===== src/rtl/replica_pkg.sv =====
// Shared types and constants for the replica-exchange initiator.
package replica_pkg;

   localparam int TOTAL_W = 16;
   localparam int DBETA   = 8;

   typedef logic [TOTAL_W-1:0] total_data_t;

   typedef enum logic [1:0] {
      NOP  = 2'd0,
      PREV = 2'd1,
      FOLW = 2'd2
   } exchange_command_t;

   typedef enum logic [1:0] {
      IDLE  = 2'd0,
      TEST  = 2'd1,
      FLUSH = 2'd2,
      APPLY = 2'd3
   } xchg_state_t;

endpackage


===== src/rtl/exchange_ctrl_exp.sv =====
// Combinational exp approximation: x (4 fractional bits, base-2 scaled) -> 23-bit fraction.
// x >= 0 saturates to all ones; each 16 units of -x halve the result.
module exchange_ctrl_exp (
   input  logic signed [31:0] x,
   output logic [22:0]        frac
);

   localparam int FRAC_W = 4;

   logic [31:0]        y;
   logic [31-FRAC_W:0] k;
   logic [FRAC_W-1:0]  f;
   logic [22:0]        mant;

   always_comb begin
      y    = 32'(-x);
      k    = y[31:FRAC_W];
      f    = y[FRAC_W-1:0];
      // linear stand-in for 2^(-f/16) over one octave
      mant = 23'h7FFFFF - {1'b0, f, 18'd0};
      frac = '0;
      if (x >= 0)
         frac = 23'h7FFFFF;
      else if (k < (32-FRAC_W)'(23))
         frac = mant >> k[4:0];
   end

endmodule


===== src/rtl/exchange_ctrl.sv =====
// Replica-exchange initiator: tests adjacent pairs one per cycle through a 2-stage pipe
// and issues one cycle of per-replica exchange commands at the end of each run.
module exchange_ctrl
   import replica_pkg::*;
#(
   parameter int NREP = 32
) (
   input  logic                          clk,
   input  logic                          reset,
   input  logic                          start,
   output logic                          busy,
   output logic                          done,
   output logic                          parity,
   input  total_data_t [NREP-1:0]        total_in,
   output logic                          rnd_en,
   input  logic [31:0]                   r_exchange,
   output exchange_command_t [NREP-1:0]  command,
   output logic [31:0]                   accept_cnt
);

   localparam int PW = $clog2(NREP) + 1;
   localparam int DW = TOTAL_W + 1;

   xchg_state_t              state;
   logic [PW-1:0]            pidx;
   logic [PW-1:0]            npair;
   logic [PW-1:0]            j;
   logic                     s1_vld;
   logic [PW-1:0]            s1_j;
   logic signed [31:0]       x_q;
   logic [22:0]              r_q;
   logic [NREP-2:0]          accept;
   logic [NREP-2:0]          acc_next;
   logic [22:0]              exp_frac;
   logic signed [DW-1:0]     diff;
   logic signed [31:0]       x_new;
   logic [PW-1:0]            n_acc;
   logic [32:0]              cnt_sum;
   exchange_command_t [NREP-1:0] cmd_next;
   logic                     unused_rnd;

   assign unused_rnd = ^r_exchange[31:23];

   assign npair = parity ? PW'((NREP-1)/2) : PW'(NREP/2);
   assign j     = (pidx << 1) | PW'(parity);
   assign diff  = $signed({1'b0, total_in[j + PW'(1)]}) - $signed({1'b0, total_in[j]});
   assign x_new = (32'(diff) * DBETA) >>> 3;

   exchange_ctrl_exp u_exp (
      .x    (x_q),
      .frac (exp_frac)
   );

   // Stage 2 result is merged here so FLUSH can build commands from the final pair too.
   always_comb begin
      acc_next = accept;
      if (s1_vld && ((x_q >= 0) || (exp_frac > r_q)))
         acc_next[s1_j] = 1'b1;
   end

   always_comb begin
      n_acc = '0;
      for (int i = 0; i < NREP; i++)
         cmd_next[i] = NOP;
      for (int i = 0; i < NREP-1; i++) begin
         n_acc = n_acc + PW'(acc_next[i]);
         if (acc_next[i]) begin
            cmd_next[i]   = FOLW;
            cmd_next[i+1] = PREV;
         end
      end
   end

   assign cnt_sum = {1'b0, accept_cnt} + 33'(n_acc);

   always_ff @(posedge clk) begin
      if (!reset) begin
         state      <= IDLE;
         busy       <= 1'b0;
         done       <= 1'b0;
         parity     <= 1'b0;
         rnd_en     <= 1'b0;
         pidx       <= '0;
         s1_vld     <= 1'b0;
         s1_j       <= '0;
         x_q        <= '0;
         r_q        <= '0;
         accept     <= '0;
         accept_cnt <= '0;
         for (int i = 0; i < NREP; i++)
            command[i] <= NOP;
      end else begin
         s1_vld <= 1'b0;
         done   <= 1'b0;
         accept <= acc_next;
         if (rnd_en) begin
            s1_vld <= 1'b1;
            s1_j   <= j;
            x_q    <= x_new;
            r_q    <= r_exchange[22:0];
         end
         case (state)
            IDLE: begin
               if (start) begin
                  busy   <= 1'b1;
                  pidx   <= '0;
                  accept <= '0;
                  if (npair == '0) begin
                     state <= FLUSH;
                  end else begin
                     state  <= TEST;
                     rnd_en <= 1'b1;
                  end
               end
            end
            TEST: begin
               pidx <= pidx + PW'(1);
               if (pidx == npair - PW'(1)) begin
                  state  <= FLUSH;
                  rnd_en <= 1'b0;
               end
            end
            FLUSH: begin
               state      <= APPLY;
               command    <= cmd_next;
               done       <= 1'b1;
               accept_cnt <= cnt_sum[32] ? 32'hFFFF_FFFF : cnt_sum[31:0];
            end
            APPLY: begin
               state  <= IDLE;
               busy   <= 1'b0;
               parity <= ~parity;
               for (int i = 0; i < NREP; i++)
                  command[i] <= NOP;
            end
            default: state <= IDLE;
         endcase
      end
   end

endmodule


===== config.mk =====
export PLATFORM = sky130hd
export DESIGN_NAME = exchange_ctrl
export DESIGN_NICKNAME = d
export VERILOG_FILES = /design/src/rtl/replica_pkg.sv /design/src/rtl/exchange_ctrl_exp.sv /design/src/rtl/exchange_ctrl.sv
export SDC_FILE = /design/constraint.sdc
export NUM_CORES = 1
export LEC_CHECK = 0
export ABC_AREA = 0
export CAP_MARGIN = 20
export CORE_AREA = 2 2 252 254
export CTS_BUF_LIST = sky130_fd_sc_hd__clkbuf_8
export CTS_CLUSTER_SIZE = 30
export DETAILED_ROUTE_END_ITERATION = 8
export DIE_AREA = 0 0 254 256
export GPL_TIMING_DRIVEN = 1
export SLEW_MARGIN = 20
export SYNTH_ARGS = -nofsm -noshare
export SYNTH_HDL_FRONTEND = slang
export SYNTH_SLANG_ARGS = --single-unit

===== constraint.sdc =====
create_clock -name clk -period 9.65 [get_ports clk]
set_clock_uncertainty 0.05 [all_clocks]
set_input_delay 2.4125 -clock clk [delete_from_list [all_inputs] [get_ports clk]]
set_output_delay 2.4125 -clock clk [all_outputs]
set_load 0.005 [all_outputs]

== Yosys cells after proc, flatten, opt, wreduce, memory -nomap -nowiden ==
Index checks and enable logic that the tools add are counted.

* $add $sub $neg: 37
* Multipliers: 0
* Divide/modulo/power cells: 0
* Magnitude comparators: 7
* Equal/unequal tests: 7
* Shifts and indexed selects: 1
* Muxes and demuxes: 59
* Bitwise operators: 3
* Reductions and logical operators: 12

{| class="wikitable"
|+ Operators by type and width
! kind !! number
|-
| $bmux 16 s5 || 2
|-
| $add 6x1->6 || 25
|-
| $pmux 64 s2 || 1
|-
| $mux 3 || 31
|-
| $mux 31 || 3
|-
| $mux 23 || 2
|-
| $add 32x6->33 || 1
|-
| $mux 16 || 2
|-
| $mux 32 || 1
|-
| $neg 17->32 || 1
|-
| $or 31x31->31 || 1
|-
| $lt 28x5->1 const B || 1
|-
| $gt 23x23->1 || 1
|-
| $shr 23x5->23 || 1
|-
| $sub 23x22->23 const A || 1
|-
| $lt 6x6->1 const B || 3
|-
| $ge 17x1->1 const B || 1
|-
| $sub 16x16->17 || 1
|-
| $add 6x1->6 const B || 2
|-
| $pmux 6 s2 || 1
|-
| $pmux 2 s4 || 1
|-
| $mux 1 || 7
|-
| $add 5x1->6 || 1
|-
| $eq 6x6->1 || 1
|-
| other kinds (23) || 34
|}

* Register bits after elaboration: 186
* Latch bits: 0
* Memory bits (writable): 0
* Bits in read-only memories: 0
* Output and inout bits: 100
* Word-level logic and storage cells: 170
* Memories: 0

== Logic depth before layout (Yosys ltp) ==
* Depth in word-level cells: 41
* Gate-level depth with buffers: 38
* Depth with buffers taken out: 35

== Cells and area by module ==
A second synthesis with hierarchy kept.

* Cell total of the unflattened synthesis: 1,674
* Area, all modules: 18,781.8 µm²

{| class="wikitable"
|+ Modules (own cells, without submodules)
! module !! instances !! cells an instance !! area an instance (µm²) !! sequential area each (µm²)
|-
| exchange_ctrl || 1 || 1,411 || 17,154.0 || 3,663.5
|-
| exchange_ctrl_exp || 1 || 263 || 1,627.8 || 0.0
|}

== Least setup slack after synthesis ==
OpenSTA, ideal clock, no wires.

* Path type: flip-flop to flip-flop
* Start: register x_q[0]
* End: register accept_cnt[30]
* Library setup time: 0.078 ns
* Arrival time: 8.753 ns
* Required time: 9.522 ns
* Path slack: 0.769 ns
* Cell stages (with the launch flop): 39
* Clock period less this slack: 8.881 ns
* Cell sequence: dfxtp_1 inv_1 ha_1 buf_2 or3b_4 xnor2_4 mux2i_1 a21oi_1 a2bb2oi_1 nor2_1 o21ai_1 ha_1 a21o_1 a21o_1 a21oi_1 o21ai_1 a221o_1 clkbuf_1 [3 not listed] fa_1 inv_1 fa_1 inv_1 fa_1 fa_1 fa_1 ha_1 inv_1 fa_1 nor2b_1 o21a_1 o21ai_0 a21o_1 a2111o_1 buf_2 and4_1 nor3_1

* Cells in the longest elaborated chain, start to end: 41
* Elaborated cells between the ends (all ways): 43
* Those cells by class: 33 x add/sub; 3 x order compare; 1 x shift; 4 x mux; 2 x reduce/logical

{| class="wikitable"
|+ Ends and longest elaborated chain
! element !! RTL line !! source
|-
| start, declared || exchange_ctrl.sv:30 || <nowiki>logic signed [31:0] x_q;</nowiki>
|-
| start signal, assigned || exchange_ctrl.sv:99 || <nowiki>x_q <= x_new;</nowiki>
|-
| $neg 17->32 || exchange_ctrl_exp.sv:16 || <nowiki>y = 32'(-x);</nowiki>
|-
| $sub 23x22->23 || exchange_ctrl_exp.sv:20 || <nowiki>mant = 23'h7FFFFF - {1'b0, f, 18'd0};</nowiki>
|-
| $shr 23x5->23 || exchange_ctrl_exp.sv:25 || <nowiki>frac = mant >> k[4:0];</nowiki>
|-
| $mux 23 || exchange_ctrl_exp.sv:24 || <nowiki>else if (k < (32-FRAC_W)'(23))</nowiki>
|-
| $mux 23 || exchange_ctrl_exp.sv:22 || <nowiki>if (x >= 0)</nowiki>
|-
| $gt 23x23->1 || exchange_ctrl.sv:57 || <nowiki>if (s1_vld && ((x_q >= 0) || (exp_frac > r_q)))</nowiki>
|-
| $logic_or 1x1->1 * || exchange_ctrl.sv:57 ||
|-
| $logic_and 1x1->1 * || exchange_ctrl.sv:57 ||
|-
| [2 not listed] || n/a ||
|-
| $add 2x1->3 || exchange_ctrl.sv:66 || <nowiki>n_acc = n_acc + PW'(acc_next[i]);</nowiki>
|-
| $add 3x1->4 || exchange_ctrl.sv:66 ||
|-
| $add 4x1->5 || exchange_ctrl.sv:66 ||
|-
| $add 5x1->6 || exchange_ctrl.sv:66 ||
|-
| $add 6x1->6 (24 in a row) || exchange_ctrl.sv:66 ||
|-
| $add 6x1->6 * || exchange_ctrl.sv:66 ||
|-
| $add 32x6->33 * || exchange_ctrl.sv:74 || <nowiki>assign cnt_sum = {1'b0, accept_cnt} + 33'(n_acc);</nowiki>
|-
| $mux 32 * || exchange_ctrl.sv:127 || <nowiki>accept_cnt <= cnt_sum[32] ? 32'hFFFF_FFFF : cnt_sum[31:0];</nowiki>
|-
| end signal, assigned || exchange_ctrl.sv:127 ||
|-
| end, declared || exchange_ctrl.sv:18 || <nowiki>output logic [31:0] accept_cnt</nowiki>
|}

Every way passes the cells marked *; elsewhere a longest branch is shown, timed or not.
A chain may end at the register's enable or synchronous reset.

== Final worst setup path ==
* Start: register x_q[0]
* End: register accept_cnt[29]

Same word-level chain as after synthesis.

==> qor.yml <==
drt:
  route.vias.total: 18026
  drtIter0Drc: 1264
  ant_nets: 0
  via_per_inst: 5.692
  post_drt_wl_per_cell_um: 27.40
  drc: 0
  wl_mm: 86.79
  dr.pass1.iters: 5
worst_setup_path:
  critPathLaunchType: "flop"
  critical-path-top-cell-by-count: "fa_1"
  crit_end: "accept_cnt[29]"
  r2r-start: "x_q[0]"
  rr_worst_depth: 32
  critPathKind: "flop to flop"
  crit_path_max_incr_delay_ns: 0.52
  cp-startpoint: "x_q[0]"
  worstPathArrival_ns: 9.68
  rrSetupSlack_ns: 0.32
  cp-end-kind: "flop"
  worstReg2RegEnd: "accept_cnt[29]"
  cp_data_required_time_ns: 10.00
  cpMaxStageDelayCell: "fa_1"
  cp_max_fo: 31
sta:
  finalCritPeriodShare: 0.9669
  setup_viol: 0
  finalHoldViolations: 0
  timing.hold.ws_ns: 0.4098
  min_period_ns: 9.330
  slew_violations: 0
  slew-limit-headroom: 0.2671
  worst_slew_pin_slew_ns: 1.099
  finalSetupTns_ns: 0
  max_freq_mhz: 107.2
die:
  start_util: 0.2908
  io-pin-count: 647
  die_w_um: 254
  placementRows: 92
  die_area_mm2: 0.06502
  placeableCoreArea_mm2: 0.06239
  fp.dieH_um: 256
place:
  hpwl_mm: 71.10
  gp_congestion: 0.9573
  portBuffers: 635
power:
  vdd_drop_max_uv: 206.2
  power_frac_clock: 0.101
  p_leak_nw: 8.750
  internal_power_mw: 2.738
  power.density_mw_per_mm2: 192.7
  switching_share: 0.4563
  switchingPower_mw: 2.298
  combPwrFrac: 0.713
  seq_power_share: 0.185
yosys:
  synth_top_cell_area_share: 0.3327
  synth-seq-area-share: 0.2019
  ys_types: 85
  ys_ff_latch: 183
  yosysWarnings: 0
  synth_commonest_cells: "mux4_2 (268), dfxtp_1 (183), mux2i_1 (118), nor2_1 (109), nand2_1 (98)"
  ys.flop_type: "dfxtp_1"
  synthCells: 1705
  yosysTopAreaCell: "mux4_2"
  synth_edf_count: 0
  syn_avg_cell_area_um2: 10.64
  syn_area_mm2: 0.01814
  synth.most_common_cell: "mux4_2"
  async_flop_share: 0
  synthTopCellsByArea: "mux4_2 (33%), dfxtp_1 (20%), mux2i_1 (6.5%)"
worst_hold_path:
  min_path_type: "flop to flop"
  whs_path_depth: 2
global_route:
  grt_pass1_vias: 18016
  grt_max_degree: 104
  track_usage: 0.2609
  grt_pass1_wl_mm: 123.0
  grt_overflow_total: 0
  antenna_found_initial: 51
clocking:
  cts_buffers: 17
  cts.sinks: 183
  cts_tree: "yes"
  htreeDepth: 4
  clock-root-buffer: "clkbuf_8"
  clock_path_buffers: 2
  clock_latency_ns: 0.49
  clkSlewWorstSetupHoldPaths_ns: 0.11
  ctsHoldBuffers: 0
finish:
  layout.nets: 2906
  drive_gt1_frac: 0.1910
  area_growth_pct: 44.02
  fill_cells: 6148
flow_run:
  maxCapViolations: 0
run_status:
  status: "complete, no violations"
-- cell families after synthesis --
kind of cell,count (synthesis),share of synthesized area
muxes,401,0.4071
buffers and inverters,239,0.05365
other,1,0.0002067
DFF,183,0.2019
and+or+nand+nor,372,0.1012
adders and majority gates,89,0.07213
xor gates and xnor gates,29,0.01545
AOI/OAI and AO/OA,391,0.1483
-- worst min-delay path by stage --
| stage | from | to | slack [ns] |
|---|---|---|---|
| after floorplan | command[13] | command[13] | 0.40 |
| after global placement | command[21] | command[21] | 0.38 |
| after detailed placement | command[37] | command[37] | 0.39 |
| after CTS | command[59] | command[59] | 0.42 |
| after global routing | command[59] | command[59] | 0.43 |
| final | command[59] | command[59] | 0.41 |
-- registers in the layout, summed over array words and instances (netlist names), 2 cells and up --
name,cells
command,61
accept_cnt,32
r_q,23
state,2
x_q,17
s1_j,6
accept,31
pidx,6
-- cell type report --
type | count | area, µm² | share of cell area
Sequential cell | 183 | 3680 | 0.1408
Inverter | 90 | 337.8 | 0.01293
Clock buffer | 18 | 247.7 | 0.009481
Antenna cell | 38 | 95.09 | 0.003639
Multi-Input combinational cell | 1284 | 13740 | 0.5257
Timing Repair Buffer | 694 | 6840 | 0.2618
Tap cell | 846 | 1059 | 0.04051
Clock inverter | 14 | 135.1 | 0.005171
-- placed cells by master, fill, tap and decap left out, types with 9 or more instances in the layout --
cell type,Yosys,layout
nor2b_1,19,18
buf_4,5,55
dfxtp_1,183,176
ha_1,63,62
xnor2_1,17,15
o221ai_1,25,25
o31ai_1,22,22
nand4_1,17,17
nand2_1,98,97
o21ai_0,89,88
nor2_1,109,107
o21a_1,12,12
a41o_1,17,17
clkdlybuf4s50_1,0,635
and3_1,11,11
fa_1,26,26
diode_2,0,38
inv_1,88,84
o21ai_1,20,18
nand3_1,21,20
a32o_1,16,16
mux2i_1,118,117
a41oi_1,16,9
xor2_1,10,9
mux4_2,268,268
clkbuf_8,0,18
nor3_1,32,31
a211oi_1,10,10
a21oi_1,72,70
a31oi_1,9,9
a21o_1,14,13
mux2_2,15,15
and2_1,13,12
-- per-layer routing --
metal,up-vias,routed length [µm],track usage
li1,7939,-,-
met1,9047,32080,0.2929
met2,830,43520,0.4408
met3,194,5650,0.05604
met4,16,5419,0.1788
met5,-,112,0
-- worst max-delay path, delay by kind of cell (launching register included) --
kind                       cells  cell delay [ns]
AOI/OAI and AO/OA             15             3.52
adders and majority gates      9             3.79
buffers and inverters          3             0.28
DFF                            1             0.39
and+or+nand+nor                5             1.16
-- timing repair --
item	CTS	global route
setup endpoints to repair	0	32
buffers inserted	0	10
resized for setup	0	34
-- power by group through the flow --
stage	registers [mW]	logic [mW]	clock network [mW]
3_5_place_dp	0.946	3.47	0
3_3_place_gp	0.940	3.42	0
5_1_grt	0.948	3.89	0.560
2_1_floorplan	0.895	2.44	0
6_report	0.934	3.59	0.510
4_1_cts	0.929	3.48	0.535
-- metrics by stage --
step	util	instances	setup slack, ns	area [µm²]	power [mW]
6_report	0.4188	3167	0.3199	26130	5.036
5_1_grt	0.4184	3157	-0.07123	26110	5.393
4_1_cts	0.4134	3119	0.1293	25790	4.946
3_5_place_dp	0.4073	3087	0.1768	25410	4.412
3_3_place_gp	0.4073	3087	0.3269	25410	4.364
2_1_floorplan	-	1706	0.7688	18150	3.334
Note: power is estimated with default switching activity, not from simulation.
